File: config.mk
export PLATFORM = sky130hd
export DESIGN_NAME = sipo_framer
export DESIGN_NICKNAME = d
export VERILOG_FILES = /design/src/rtl/sipo_framer.sv
export SDC_FILE = /design/constraint.sdc
export NUM_CORES = 1
export LEC_CHECK = 0
export CAP_MARGIN = 20
export CORE_UTILIZATION = 45
export DETAILED_ROUTE_END_ITERATION = 10
export PLACE_DENSITY = 0.73
export SLEW_MARGIN = 20
export SYNTH_ARGS = -nofsm -noshare
export SYNTH_HDL_FRONTEND = slang
export SYNTH_SLANG_ARGS = --single-unit
File: constraint.sdc
create_clock -name clk -period 1.65 [get_ports clk]
set_input_delay 0.33 -clock clk [delete_from_list [all_inputs] [get_ports clk]]
set_output_delay 0.33 -clock clk [all_outputs]
set_load 0.02 [all_outputs]
File: src/rtl/sipo_framer.sv
// sipo_framer: serial-in/parallel-out deserialiser with bit strobe, alignment clear and valid/ready output
// Ports:
//   clk           rising-edge clock
//   rst           synchronous reset, active-low
//   serial_in     serial data bit, sampled when serial_valid is high
//   serial_valid  bit strobe, one bit consumed per strobed edge
//   align_clr     drop the partial word and restart at bit 0 (bit not consumed)
//   parallel_out  assembled word, held until accepted
//   out_valid     parallel_out holds an unaccepted word
//   out_ready     consumer accepts when out_valid && out_ready at an edge
//   bit_cnt       bits collected in the current partial word
//   overrun       one-cycle pulse when a completed word is dropped
module sipo_framer #(
    parameter int WIDTH     = 8,
    parameter bit MSB_FIRST = 1'b1,
    localparam int CNT_W    = $clog2(WIDTH)
) (
    input  logic             clk,
    input  logic             rst,
    input  logic             serial_in,
    input  logic             serial_valid,
    input  logic             align_clr,
    output logic [WIDTH-1:0] parallel_out,
    output logic             out_valid,
    input  logic             out_ready,
    output logic [CNT_W-1:0] bit_cnt,
    output logic             overrun
);
    localparam logic [0:0] EMPTY = 1'b0;
    localparam logic [0:0] FULL  = 1'b1;

    logic [WIDTH-1:0] r_sr;
    logic [WIDTH-1:0] r_po;
    logic [CNT_W-1:0] r_cnt;
    logic [0:0]       r_state;
    logic             r_ovr;
    logic [WIDTH-1:0] w_shift;
    logic             w_take;
    logic             w_done;
    logic             w_full;

    // The completed word includes the bit sampled on the completing edge.
    assign w_shift = MSB_FIRST ? {r_sr[WIDTH-2:0], serial_in} : {serial_in, r_sr[WIDTH-1:1]};
    assign w_take  = serial_valid && !align_clr;
    assign w_done  = w_take && (r_cnt == CNT_W'(WIDTH - 1));
    assign w_full  = (r_state == FULL);

    always_ff @(posedge clk) begin
        if (!rst) begin
            r_sr    <= '0;
            r_cnt   <= '0;
            r_po    <= '0;
            r_state <= EMPTY;
            r_ovr   <= 1'b0;
        end else begin
            if (align_clr) begin
                r_sr  <= '0;
                r_cnt <= '0;
            end else if (serial_valid) begin
                r_sr  <= w_shift;
                r_cnt <= w_done ? '0 : r_cnt + CNT_W'(1);
            end
            // A word finishing while the previous one is still unaccepted is lost.
            r_ovr <= w_done && w_full && !out_ready;
            if (w_done && (!w_full || out_ready)) begin
                r_po    <= w_shift;
                r_state <= FULL;
            end else if (!w_done && w_full && out_ready) begin
                r_state <= EMPTY;
            end
        end
    end

    assign parallel_out = r_po;
    assign out_valid    = w_full;
    assign bit_cnt      = r_cnt;
    assign overrun      = r_ovr;
endmodule

After elaboration in Yosys (flattened, before gate mapping). Index checks and enable logic that the tools add are counted.

Word-level logic and storage cells: 25. Bits in registers: 20. Output and inout bits: 13.

Eq/ne operators: 1. Reductions and logical operators: 14. Multiplexer cells: 3. Bitwise gates (word level): 1. $add $sub $neg: 1.

Operator list (count): 1-bit logical AND (7); 1-bit zero test (4); 3-bit by 1-bit adder with 3-bit output, second input constant (1); 3-bit equality test, second input constant (1); 3-bit two-way mux (1); 1-bit two-way mux (2); 2-bit nonzero test (1); 2-bit OR reduction (1); 1-bit logical OR (1); 1-bit NOT (1).

Logic depth before layout (Yosys ltp).
Word-level depth: 8. Gate-level depth with buffers: 5. Depth with buffers taken out: 5.

Least setup slack after synthesis. No wires, ideal clock.

Kind: flip-flop to flip-flop. From: reg r_cnt[0] (netlist: bit_cnt[0]). To: reg r_po[0] (netlist: parallel_out[0]). Period minus slack after synthesis: 1542 ps. Setup time: 72 ps. Path slack: 108 ps. Arrival: 1470 ps. Cell stages (with the launch flop): 6. Cells stage by stage: dfxtp_1 -> ha_1 -> ha_1 -> nand2_1 -> nor3_4 -> mux2i_1.

Cells in the longest elaborated chain, start to end: 3.

Ends and longest elaborated chain: start, declared (line 34) `logic [CNT_W-1:0] r_cnt;`; start signal, assigned (line 61) `r_cnt <= w_done ? '0 : r_cnt + CNT_W'(1);`; 3-bit equality test (line 45) `assign w_done = w_take && (r_cnt == CNT_W'(WIDTH - 1));`; 1-bit logical AND (line 45); 1-bit logical AND (line 65) `if (w_done && (!w_full || out_ready)) begin`; end signal, assigned (line 66) `r_po <= w_shift;`; end, declared (line 33) `logic [WIDTH-1:0] r_po;`.

Every way passes these cells. A chain may end at the register's enable or synchronous reset.

Worst setup path after layout.
From: reg r_cnt[1] (netlist: bit_cnt[1]). To: out bit_cnt[1].

RTL lines: end, declared (line 26) `output logic [CNT_W-1:0] bit_cnt,`.

No word-level cell between the ends.

==> qor.txt <==
Cell chain of the critical path: clkdlybuf4s50_1
Core Area: 1580 µm²
Initial antenna violation count: 0
Final WS setup: 0.0463 ns
Yosys warns: 0
First-pass GRT wire length: 2230 µm
Detail Route Antenna Nets: 0
Placed cells: 114
Root buf cell: clkbuf_4
Crit path max-delay family: buffers and inverters
Router iterations before antenna repair: 5
CTS tree: yes
Initial core utilization: 50.2%
Endpoints failing hold: 0
Max frequency: 0.624 GHz
Crit Path Max Fanout: 3
Synth top area share: 50.6%
Max Clock Skew: 0.00476 ns
Synth area leaders: dfxtp_1, mux2i_1, nand2_1, nor2_1, ha_1
Most common cell after layout, fill and taps aside: dfxtp_1
Required time of the critical path: 1.32 ns
Fillers: 133
Synth Area per Inst: 10.0 µm²
All-Layer GR Usage: 15.8%
Detailed placement HPWL: 1020 µm
WP buf/inv: 1
Clk sinks: 20
Die Span Y: 43.9 µm
HP Start: parallel_out[7]
Shortest period the worst path allows: 1.60 ns
Netlist Area Pre-Place: 791 µm²
R2R Setup Slk: 0.22 ns
CTS Buf Count: 3
Die outline area: 1930 µm²
1st-iter DRT viols: 8
# diodes: 0
Post-synthesis sequential area ratio: 50.6%
NumNets Final: 111
Cell taking the most area after synthesis: dfxtp_1
Setup bufs post-CTS: 0
Avg WL per Cell: 11.2 µm
Worst vdd ir: 480 µV
Core Rows: 14
Critical path arrival: 1.27 ns
Multi-input gate area: 372 µm²
Hold worst-path end: parallel_out[7]
Slew of the pin with the lowest slew margin: 0.240 ns
Post-Layout Cell Count: 118
Area Overhead vs Synth: 34.5%
Max_slew headroom: 83.7%
Layout cells sized above 1: 10.8%
Largest net degree at the start of global routing: 12
Post-CTS Hold Fix Bufs: 0
Register Area: 400 µm²
RSZ-0062 raised after global routing: no
Reg clk slew, reported paths: 0.11 ns
Vias per cell: 5.03
Critical Path Start Type: flip-flop
Overflow after GRT: 0
Synth Instances: 79
Synth cell types: 14
Setup violations, final: 0
Synth Net Count: 87
DP Worst Slack: 0.0922 ns
I/O pin count: 19
Status: complete, no violations
Vias in the first global route: 564
Critical R2R Capture: parallel_out[1]
Total Neg Setup Slack: 0 ns
Worst R2R Path Depth: 6
Max incr delay on CP: 0.62 ns
Skew-Pair Late Insertion Delay: 0.29 ns
Commonest cells after routing, fill and taps aside: dfxtp_1, nand2_1, mux2i_1
Slowest-stage cell, CP: clkdlybuf4s50_1
Vias: 594
Hold Path Depth: 2
Min-delay worst type: reg2reg
Max clock buf depth: 2
CTS resizes: 0
Routability Congestion: 0.684
Tcrit/Tclk final: 97.2%
DRC: 0
Max-cap violation count: 0
Leak: 0.428 nW
Max Slew Vio Count: 0
Power Dens Cells: 767 nW/µm²
Seq cells post-synth: 20
Die Wd: 43.9 µm
H-tree Lvls: 1
Routed wire length: 1320 µm
Setup CP Type: reg2out
R2R Path Start: bit_cnt[0]
I/O Buffers: 18
Fin util: 67.5%
CP endpoint kind: primary output
==> cells by family after synthesis <==
logic type / count (synthesis) / share of synthesized area, %
adders and majority gates: 2 / 3.16
AOI/OAI and AO/OA: 2 / 1.58
and+or+nand+nor: 34 / 20.7
buffers and inverters: 4 / 2.37
DFF: 20 / 50.6
muxes: 17 / 21.5
==> where the power goes <==
group,switching (W),internal (W),total (W)
registers,0.00000220,0.000485,0.000487
clock network,0.000140,0.000134,0.000275
logic,0.0000259,0.0000278,0.0000536
total,0.000168,0.000647,0.000816
==> final cells by class <==
type	count	area share, %
repair buffers	23	22.1
flip-flops and latches	20	37.6
clock buffers	4	3.41
well taps	16	1.88
multi-input cells	55	34.9
==> sequential cells by signal, indices dropped and copies added (netlist names) <==
name / flops
r_sr: 7
bit_cnt: 3
parallel_out: 8
out_valid: 1
overrun: 1
==> per-layer routing <==
layer / GRT usage [%] / share of wire, % / routed length (µm) / vias to the layer above
met5: 0 / 0 / 0 / -
met4: 7.27 / 0 / 0 / 0
met3: 3.75 / 3.7 / 49 / 0
met2: 26.6 / 49 / 651 / 9
met1: 19.0 / 47 / 620 / 276
li1: - / - / - / 309
==> synth_stat cells (all sizes together) <==
| library cell | n |
|---|---|
| ha | 2 |
| nand2b | 2 |
| nor3 | 1 |
| nand3b | 1 |
| dfxtp | 20 |
| nor4b | 1 |
| clkbuf | 1 |
| nor2 | 11 |
| nor2b | 1 |
| mux2i | 17 |
| o21a | 1 |
| a21oi | 1 |
| buf | 3 |
| nand2 | 17 |
==> worst register-to-register path, cell delays in order, from the launching register on <==
cell and delay [ns]:
dfxtp_1 0.38, ha_1 0.16, ha_1 0.18, nand2_1 0.13, nor3_4 0.17, buf_12 0.16, mux2i_1 0.19
==> through the flow <==
stage | hold slack (ns) | power [W] | cell area (µm²)
3_3_place_gp | 0.443 | 0.000552 | 1020
6_report | 0.463 | 0.000816 | 1060
3_5_place_dp | 0.454 | 0.000553 | 1020
4_1_cts | 0.470 | 0.000831 | 1060
5_1_grt | 0.491 | 0.000847 | 1060
2_1_floorplan | 0.407 | 0.000526 | 791
==> worst max-delay path by stage <==
stage          cells after the start              end        from  slack (ns)
2_1_floorplan                      5  parallel_out[0]  bit_cnt[0]        0.11
3_3_place_gp                       5  parallel_out[1]   out_ready        0.14
3_5_place_dp                       5  parallel_out[1]   out_ready        0.09
4_1_cts                            1       bit_cnt[0]  bit_cnt[0]       0.003
5_1_grt                            1       bit_cnt[1]  bit_cnt[1]       0.003
6_report                           1       bit_cnt[1]  bit_cnt[1]        0.05
No activity file was read; power rests on OpenSTA's default activity.
